===== config.mk =====
export PLATFORM = sky130hd
export DESIGN_NAME = link_register
export DESIGN_NICKNAME = d
export VERILOG_FILES = /design/src/rtl/link_register_pkg.sv /design/src/rtl/link_register_incrementer.sv /design/src/rtl/link_register.sv
export SDC_FILE = /design/constraint.sdc
export NUM_CORES = 1
export LEC_CHECK = 0
export ABC_CLOCK_PERIOD_IN_PS = 8900
export CORE_MARGIN = 8
export CORE_UTILIZATION = 40
export DETAILED_ROUTE_END_ITERATION = 10
export HOLD_SLACK_MARGIN = 0.06
export PLACE_DENSITY = 0.69
export SKIP_CTS_REPAIR_TIMING = 1
export SLEW_MARGIN = 40
export SYNTH_ARGS = -nofsm -noshare
export SYNTH_HDL_FRONTEND = slang
export SYNTH_SLANG_ARGS = --single-unit

===== constraint.sdc =====
create_clock -name clock -period 8.9 [get_ports clock]
set_input_delay 1.335 -clock clock [delete_from_list [all_inputs] [get_ports clock]]
set_output_delay 1.335 -clock clock [all_outputs]
set_load 0.05 [all_outputs]

===== src/rtl/link_register_pkg.sv =====
// Shared types for the link register: data-op encoding and the strobe
// priority decoder (clear > load > increment > decrement > shl > shr).
package link_register_pkg;

  typedef enum logic [2:0] {
    OP_HOLD  = 3'd0,
    OP_CLEAR = 3'd1,
    OP_LOAD  = 3'd2,
    OP_INC   = 3'd3,
    OP_DEC   = 3'd4,
    OP_SHL   = 3'd5,
    OP_SHR   = 3'd6
  } link_op_e;

  // Pick exactly one data op from the strobes, highest priority first.
  function automatic link_op_e decode_op(
    input logic clr,
    input logic ld,
    input logic inc,
    input logic dec,
    input logic shl,
    input logic shr
  );
    if (clr)      return OP_CLEAR;
    else if (ld)  return OP_LOAD;
    else if (inc) return OP_INC;
    else if (dec) return OP_DEC;
    else if (shl) return OP_SHL;
    else if (shr) return OP_SHR;
    else          return OP_HOLD;
  endfunction

endpackage


===== src/rtl/link_register_incrementer.sv =====
// Ripple-carry +1 incrementer. c_out is the carry out of the top bit,
// i.e. set only when the operand is all ones.
module link_register_incrementer #(
  parameter int BITS = 16
) (
  input  logic [BITS-1:0] operand,
  output logic [BITS-1:0] sum,
  output logic            c_out
);

  logic [BITS:0] carry;

  assign carry[0] = 1'b1;

  for (genvar i = 0; i < BITS; i++) begin : g_ripple
    assign sum[i]       = operand[i] ^ carry[i];
    assign carry[i + 1] = operand[i] & carry[i];
  end

  assign c_out = carry[BITS];

endmodule


===== src/rtl/link_register.sv =====
// Accumulator-class register with a 1-bit link (E) flip-flop.
// Optional feature macro: LINK_REGISTER_SHIFT_EN enables circulate
// left/right through the link; without it the shift strobes are ignored
// and no shift datapath is built.
module link_register
  import link_register_pkg::*;
#(
  parameter int              BITS        = 16,
  parameter logic [BITS-1:0] RESET_VALUE = '0
) (
  input  logic            clock,
  input  logic            reset,
  output logic [BITS-1:0] data_out,
  output logic            link_out,
  output logic            zero_out,
  input  logic [BITS-1:0] data_in,
  input  logic            clear_in,
  input  logic            load_in,
  input  logic            increment_in,
  input  logic            decrement_in,
  input  logic            shift_left_in,
  input  logic            shift_right_in,
  input  logic            clear_link_in,
  input  logic            complement_link_in
);

  link_op_e        op;
  logic [BITS-1:0] inc_sum;
  logic            inc_carry;
  logic [BITS-1:0] dec_sum_n;
  logic            dec_borrow;
  logic [BITS-1:0] data_next;
  logic            link_next;
  logic            writes_link;

  assign op = decode_op(clear_in, load_in, increment_in, decrement_in,
                        shift_left_in, shift_right_in);

  // data + 1, carry out on wrap from all ones.
  link_register_incrementer #(.BITS(BITS)) u_inc (
    .operand (data_out),
    .sum     (inc_sum),
    .c_out   (inc_carry)
  );

  // ~(~data + 1) == data - 1; the carry fires only when data == 0 (borrow).
  link_register_incrementer #(.BITS(BITS)) u_dec (
    .operand (~data_out),
    .sum     (dec_sum_n),
    .c_out   (dec_borrow)
  );

  // Next-state mux: data op first, then link ops if the data op left link alone.
  always_comb begin
    data_next   = data_out;
    link_next   = link_out;
    writes_link = 1'b0;
    case (op)
      OP_CLEAR: data_next = '0;
      OP_LOAD:  data_next = data_in;
      OP_INC: begin
        data_next   = inc_sum;
        link_next   = inc_carry;
        writes_link = 1'b1;
      end
      OP_DEC: begin
        data_next   = ~dec_sum_n;
        link_next   = dec_borrow;
        writes_link = 1'b1;
      end
`ifdef LINK_REGISTER_SHIFT_EN
      OP_SHL: begin
        data_next   = {data_out[BITS-2:0], link_out};
        link_next   = data_out[BITS-1];
        writes_link = 1'b1;
      end
      OP_SHR: begin
        data_next   = {link_out, data_out[BITS-1:1]};
        link_next   = data_out[0];
        writes_link = 1'b1;
      end
`endif
      default: ;
    endcase
    if (!writes_link) begin
      if (clear_link_in)           link_next = 1'b0;
      else if (complement_link_in) link_next = ~link_out;
    end
  end

  // Register state; reset takes effect immediately, independent of the clock.
  always_ff @(posedge clock or posedge reset) begin
    if (reset) begin
      data_out <= RESET_VALUE;
      link_out <= 1'b0;
    end else begin
      data_out <= data_next;
      link_out <= link_next;
    end
  end

  assign zero_out = (data_out == '0);

endmodule


-- Yosys cells after proc, flatten, opt, wreduce, memory -nomap -nowiden
Index checks and enable logic that the tools add are counted.
- add/sub/neg operators: 0
- multipliers: 0
- divide/modulo/power cells: 0
- $lt $le $gt $ge: 0
- equality and inequality tests: 4
- shifts and indexed selects: 0
- mux-type cells: 12
- bitwise logic cells: 65
- reduce and logical (&&, ||, !) cells: 3
- operators by type and width (kind ; number):
    $pmux W16 S4 ; 1
    $not A16 Y16 ; 2
    $and A1 B1 Y1 ; 30
    $xor A1 B1 Y1 ; 30
    $mux W3 ; 6
    $logic_not A16 Y1 ; 1
    $eq A3 B2 Y1 const B ; 2
    $mux W1 ; 4
    $reduce_bool A4 Y1 ; 1
    $eq A3 B1 Y1 const B ; 1
    $eq A3 B3 Y1 const B ; 1
    $not A1 Y1 ; 3
    $pmux W1 S2 ; 1
    $reduce_or A2 Y1 ; 1
- register bits after elaboration: 17
- bits in latches: 0
- bits in writable memories: 0
- ROM bits: 0
- input bits: 26
- output and inout bits: 18
- memories kept: 0

-- Depth between registers and ports, before layout
- depth after elaboration: 20
- depth in mapped cells: 19
- mapped depth without buffers: 19

-- By module
A second synthesis with hierarchy kept.
- cell total of the unflattened synthesis: 138
- area total of the unflattened synthesis: 1417.6 sq um
- modules (own cells, without submodules) (module ; instances ; cells an instance ; area an instance (sq um) ; seq. area each (sq um)):
    link_register ; 1 ; 106 ; 1034.7 ; 425.4
    link_register_incrementer ; 2 ; 16 ; 191.4 ; 0.0

-- Least setup slack after synthesis
OpenSTA, ideal clock, no wires.
- kind: register to register
- start: register data_out[0]
- end: register link_out
- arrival: 3.812 ns
- required time: 8.769 ns
- setup slack: 4.956 ns
- stages on the path, launching flop included: 20
- period minus slack after synthesis: 3.944 ns
- cell sequence: dfrtp_1 > inv_1 > ha_1 > ha_1 > ha_1 > ha_1 > ha_1 > ha_1 > ha_1 > ha_1 > ha_1 > ha_1 > ha_1 > ha_1 > ha_1 > ha_1 > ha_1 > inv_1 > o22ai_1 > or3_1
- cells in the longest elaborated chain, start to end: 20
- ends and longest elaborated chain (what ; line ; text):
    start: declaration ; link_register.sv:13 ; output logic [BITS-1:0] data_out,
    start signal: assignment ; link_register.sv:97 ; data_out <= data_next;
    $not A16 Y16 ; link_register.sv:48 ; .operand (~data_out),
    $and A1 B1 Y1 (15 in series) ; link_register_incrementer.sv:17 ; assign carry[i + 1] = operand[i] & carry[i];
    $pmux W1 S2 * ; link_register.sv:58 ; case (op)
    $mux W1 ; link_register.sv:87 ; else if (complement_link_in) link_next = ~link_out;
    $mux W1 ; link_register.sv:86 ; if (clear_link_in) link_next = 1'b0;
    $mux W1 * ; link_register.sv:85 ; if (!writes_link) begin
    named net link_next ; link_register.sv:33 ; logic link_next;
    end signal: assignment ; link_register.sv:98 ; link_out <= link_next;
    end: declaration ; link_register.sv:14 ; output logic link_out,
The timed path passes the listed nets; every way through them passes the cells marked *.
A chain may end at the register's enable or synchronous reset.

-- Worst setup path after layout
Ends and elaborated chain as after synthesis.

==> impl_metrics.csv <==
group,metric,value,unit
run_status,status,"complete, no violations",
cts,clk_latency,0.26,ns
global_routing,grt_usage,13.5,%
detailed_routing,detailedRoute.firstIterationViolations,48,
timing,period_minus_slack,3.86,ns
finish,syn_to_final_growth,29.8,%
timing,whs,0.574,ns
synthesis,synthFlopType,"dfrtp_1",
timing,finalMaxSlewViolations,0,
floorplanning,core,3660,sq um
synthesis,synth_edf_count,0,
critical_path,startpoint_type,"flip-flop",
finish,fillers,338,
timing,fmax,259,MHz
timing,setup_violations,0,
finish,antenna_cells,0,
finish,finalCoreUtilization,53.9,%
global_routing,antenna_found_initial,0,
placed_design,placed_cell_area,1930,sq um
synthesis,ys_seq_area_share,28.0,%
global_routing,grt_pass1_vias,1342,
synthesis,synth_area,1520,sq um
cts,clkSinkCount,17,
critical_path,cp.arrival,4.00,ns
timing,finalHoldViolCount,0,
synthesis,syn-num-nets,199,
placed_design,gp_congestion,0.753,
synthesis,syn-mean-instance-area,10.6,sq um
finish,final_cell_area,1970,sq um
finish,final_cell_mix,"clkdlybuf4s50_1, ha_1, inv_1",
critical_path,ff2ff_setup_slack,5.04,ns
cts,cts_buffer_depth,2,
placed_design,place_ws,5.05,ns
timing,worst_pin_slew,0.677,ns
detailed_routing,first_pass_iters,4,
pwr,internal_power,0.161,mW
global_routing,globalRouteOverflowTotal,0,
placed_design,port-buffer-count,41,
pwr,pwr-share-clk,24.7,%
synthesis,synth_cells,143,
flow_run,cap_violations,0,
placed_design,dp_hpwl,2910,um
pwr,vdd_ir_drop_max,0.0537,mV
timing,rsz0062_at_grt,"no",
timing,maxSlewHeadroom,54.8,%
critical_path,cp-end-kind,"flip-flop",
critical_path,cp_max_fo,5,
floorplanning,die_height,77.6,um
floorplanning,die_w,77.6,um
pwr,swShare,36.2,%
cts,cts_buffers,3,
cts,root_buffer,"clkbuf_8",
synthesis,synth_cell_types,32,
finish,final_common_cell,"clkdlybuf4s50_1",
synthesis,ys.warnings.count,0,
detailed_routing,vias_per_cell,5.35,
cts,cts_tree,"built",
detailed_routing,route.detailed.drc,0,
floorplanning,ioPinCount,44,
critical_path,crit_required,9.04,ns
pwr,seqPwrFrac,36.3,%
floorplanning,initial_core_util,41.5,%
finish,drive_gt1_share,16.1,%
finish,fin_nets,237,
pwr,p_leak,0.886,nW
cts,clkTransAtPathRegs,0.07,ns
detailed_routing,detailroute.via_count,1219,
critical_path,worstSetupPathType,"reg2reg",
pwr,switchingPower,0.0912,mW
synthesis,async_flop_share,100,%
detailed_routing,totalWireLength,3780,um
floorplanning,rows,22,
worst_hold_path,hp-class,"reg2reg",
timing,clock_skew,0.00113,ns
timing,fin_setup_tns,0,ns
pwr,cellPowerDensity,128,nW/um^2
timing,finalCritPeriodShare,43.4,%
global_routing,grt_first_pass_wirelength,6670,um
floorplanning,die_area,6020,sq um
global_routing,grt_start_max_net_pins,24,
detailed_routing,ant_nets,0,
cts,h-tree-depth,1,
detailed_routing,post_drt_wl_per_cell,16.6,um
synthesis,ys_ff_latch,17,
timing,setup_ws,5.04,ns
pwr,pwr-share-comb,38.9,%
-- layout make-up --
| class | instances | area [sq um] | area share, % |
|---|---|---|---|
| sequential | 17 | 425 | 21.6 |
| multi-input combinational | 98 | 962 | 48.8 |
| clock buffer | 4 | 45.0 | 2.28 |
| inverter | 19 | 71.3 | 3.62 |
| timing repair buffer | 42 | 408 | 20.7 |
| tap | 48 | 60.1 | 3.05 |
-- cell families (layout without fill, tap and decap cells) --
family / after synthesis / count (layout) / share of synthesized area, %
AO/OA/AOI/OAI: 48 / 48 / 28.5
XOR/XNOR: 1 / 1 / 0.577
adder cells (fa/ha/maj): 30 / 30 / 24.7
buffers and inverters: 28 / 65 / 9.39
flip-flops: 17 / 17 / 28.0
AND/OR/NAND/NOR: 19 / 19 / 8.81
-- Yosys cell counts (2+ instances only) --
master,instances,area [sq um]
a21oi_1,3,15.0
a2bb2oi_2,10,150
o21ai_2,10,87.6
a2bb2oi_1,4,35.0
dfrtp_1,17,425
buf_6,2,22.5
o21ai_1,5,25.0
a22oi_1,13,97.6
nor3_1,3,15.0
clkbuf_1,3,11.3
or3_1,2,12.5
nor4_1,2,12.5
nand2b_1,2,12.5
inv_1,19,71.3
ha_1,30,375
buf_2,2,10.0
-- per-stage QoR --
stage	std cells	power (mW)
finish	228	0.252
global route	228	0.265
CTS	228	0.253
detailed placement	224	0.193
global placement	223	0.190
floorplan	143	0.159
-- critical path, stage by stage, from the launching register on --
cell and delay, ns:
dfrtp_1 0.42, inv_1 0.06, ha_1 0.21, ha_1 0.19
ha_1 0.18, ha_1 0.18, ha_1 0.18, ha_1 0.18
ha_1 0.17, ha_1 0.19, ha_1 0.19, ha_1 0.19
ha_1 0.19, ha_1 0.19, ha_1 0.18, ha_1 0.18
ha_1 0.17, inv_1 0.06, o22ai_1 0.07, or3_1 0.36
-- flip-flops by register name, summed over array words and instances (netlist names) --
signal    flops
data_out     16
link_out      1
-- power groups by stage --
stage | logic, mW | clock network, mW | registers (mW)
after floorplan | 0.0472 | 0 | 0.112
after global placement | 0.0966 | 0 | 0.0930
after detailed placement | 0.0993 | 0 | 0.0933
after CTS | 0.0997 | 0.0616 | 0.0918
after global routing | 0.107 | 0.0650 | 0.0931
final | 0.0982 | 0.0624 | 0.0917
-- final timing paths --
check,to,cells after the start,from
max in group asynchronous,link_out$_DFF_PP0_,2,reset
min in group asynchronous,data_out[11]$_DFFE_PP0P_,2,reset
min,data_out[9]$_DFFE_PP0P_,2,data_out[9]$_DFFE_PP0P_
max reg2reg,link_out$_DFF_PP0_,19,data_out[0]$_DFFE_PP0P_
min reg2reg,data_out[9]$_DFFE_PP0P_,2,data_out[9]$_DFFE_PP0P_
max,link_out$_DFF_PP0_,19,data_out[0]$_DFFE_PP0P_
-- routing by layer --
metal | vias to the layer above | track usage (%) | wire [um]
li1 | 609 | - | -
met1 | 583 | 16.5 | 1640
met2 | 23 | 23.0 | 1970
met3 | 4 | 2.30 | 114
met4 | 0 | 5.09 | 48
met5 | - | 0 | 0
Power figures use the tool's default switching activity.
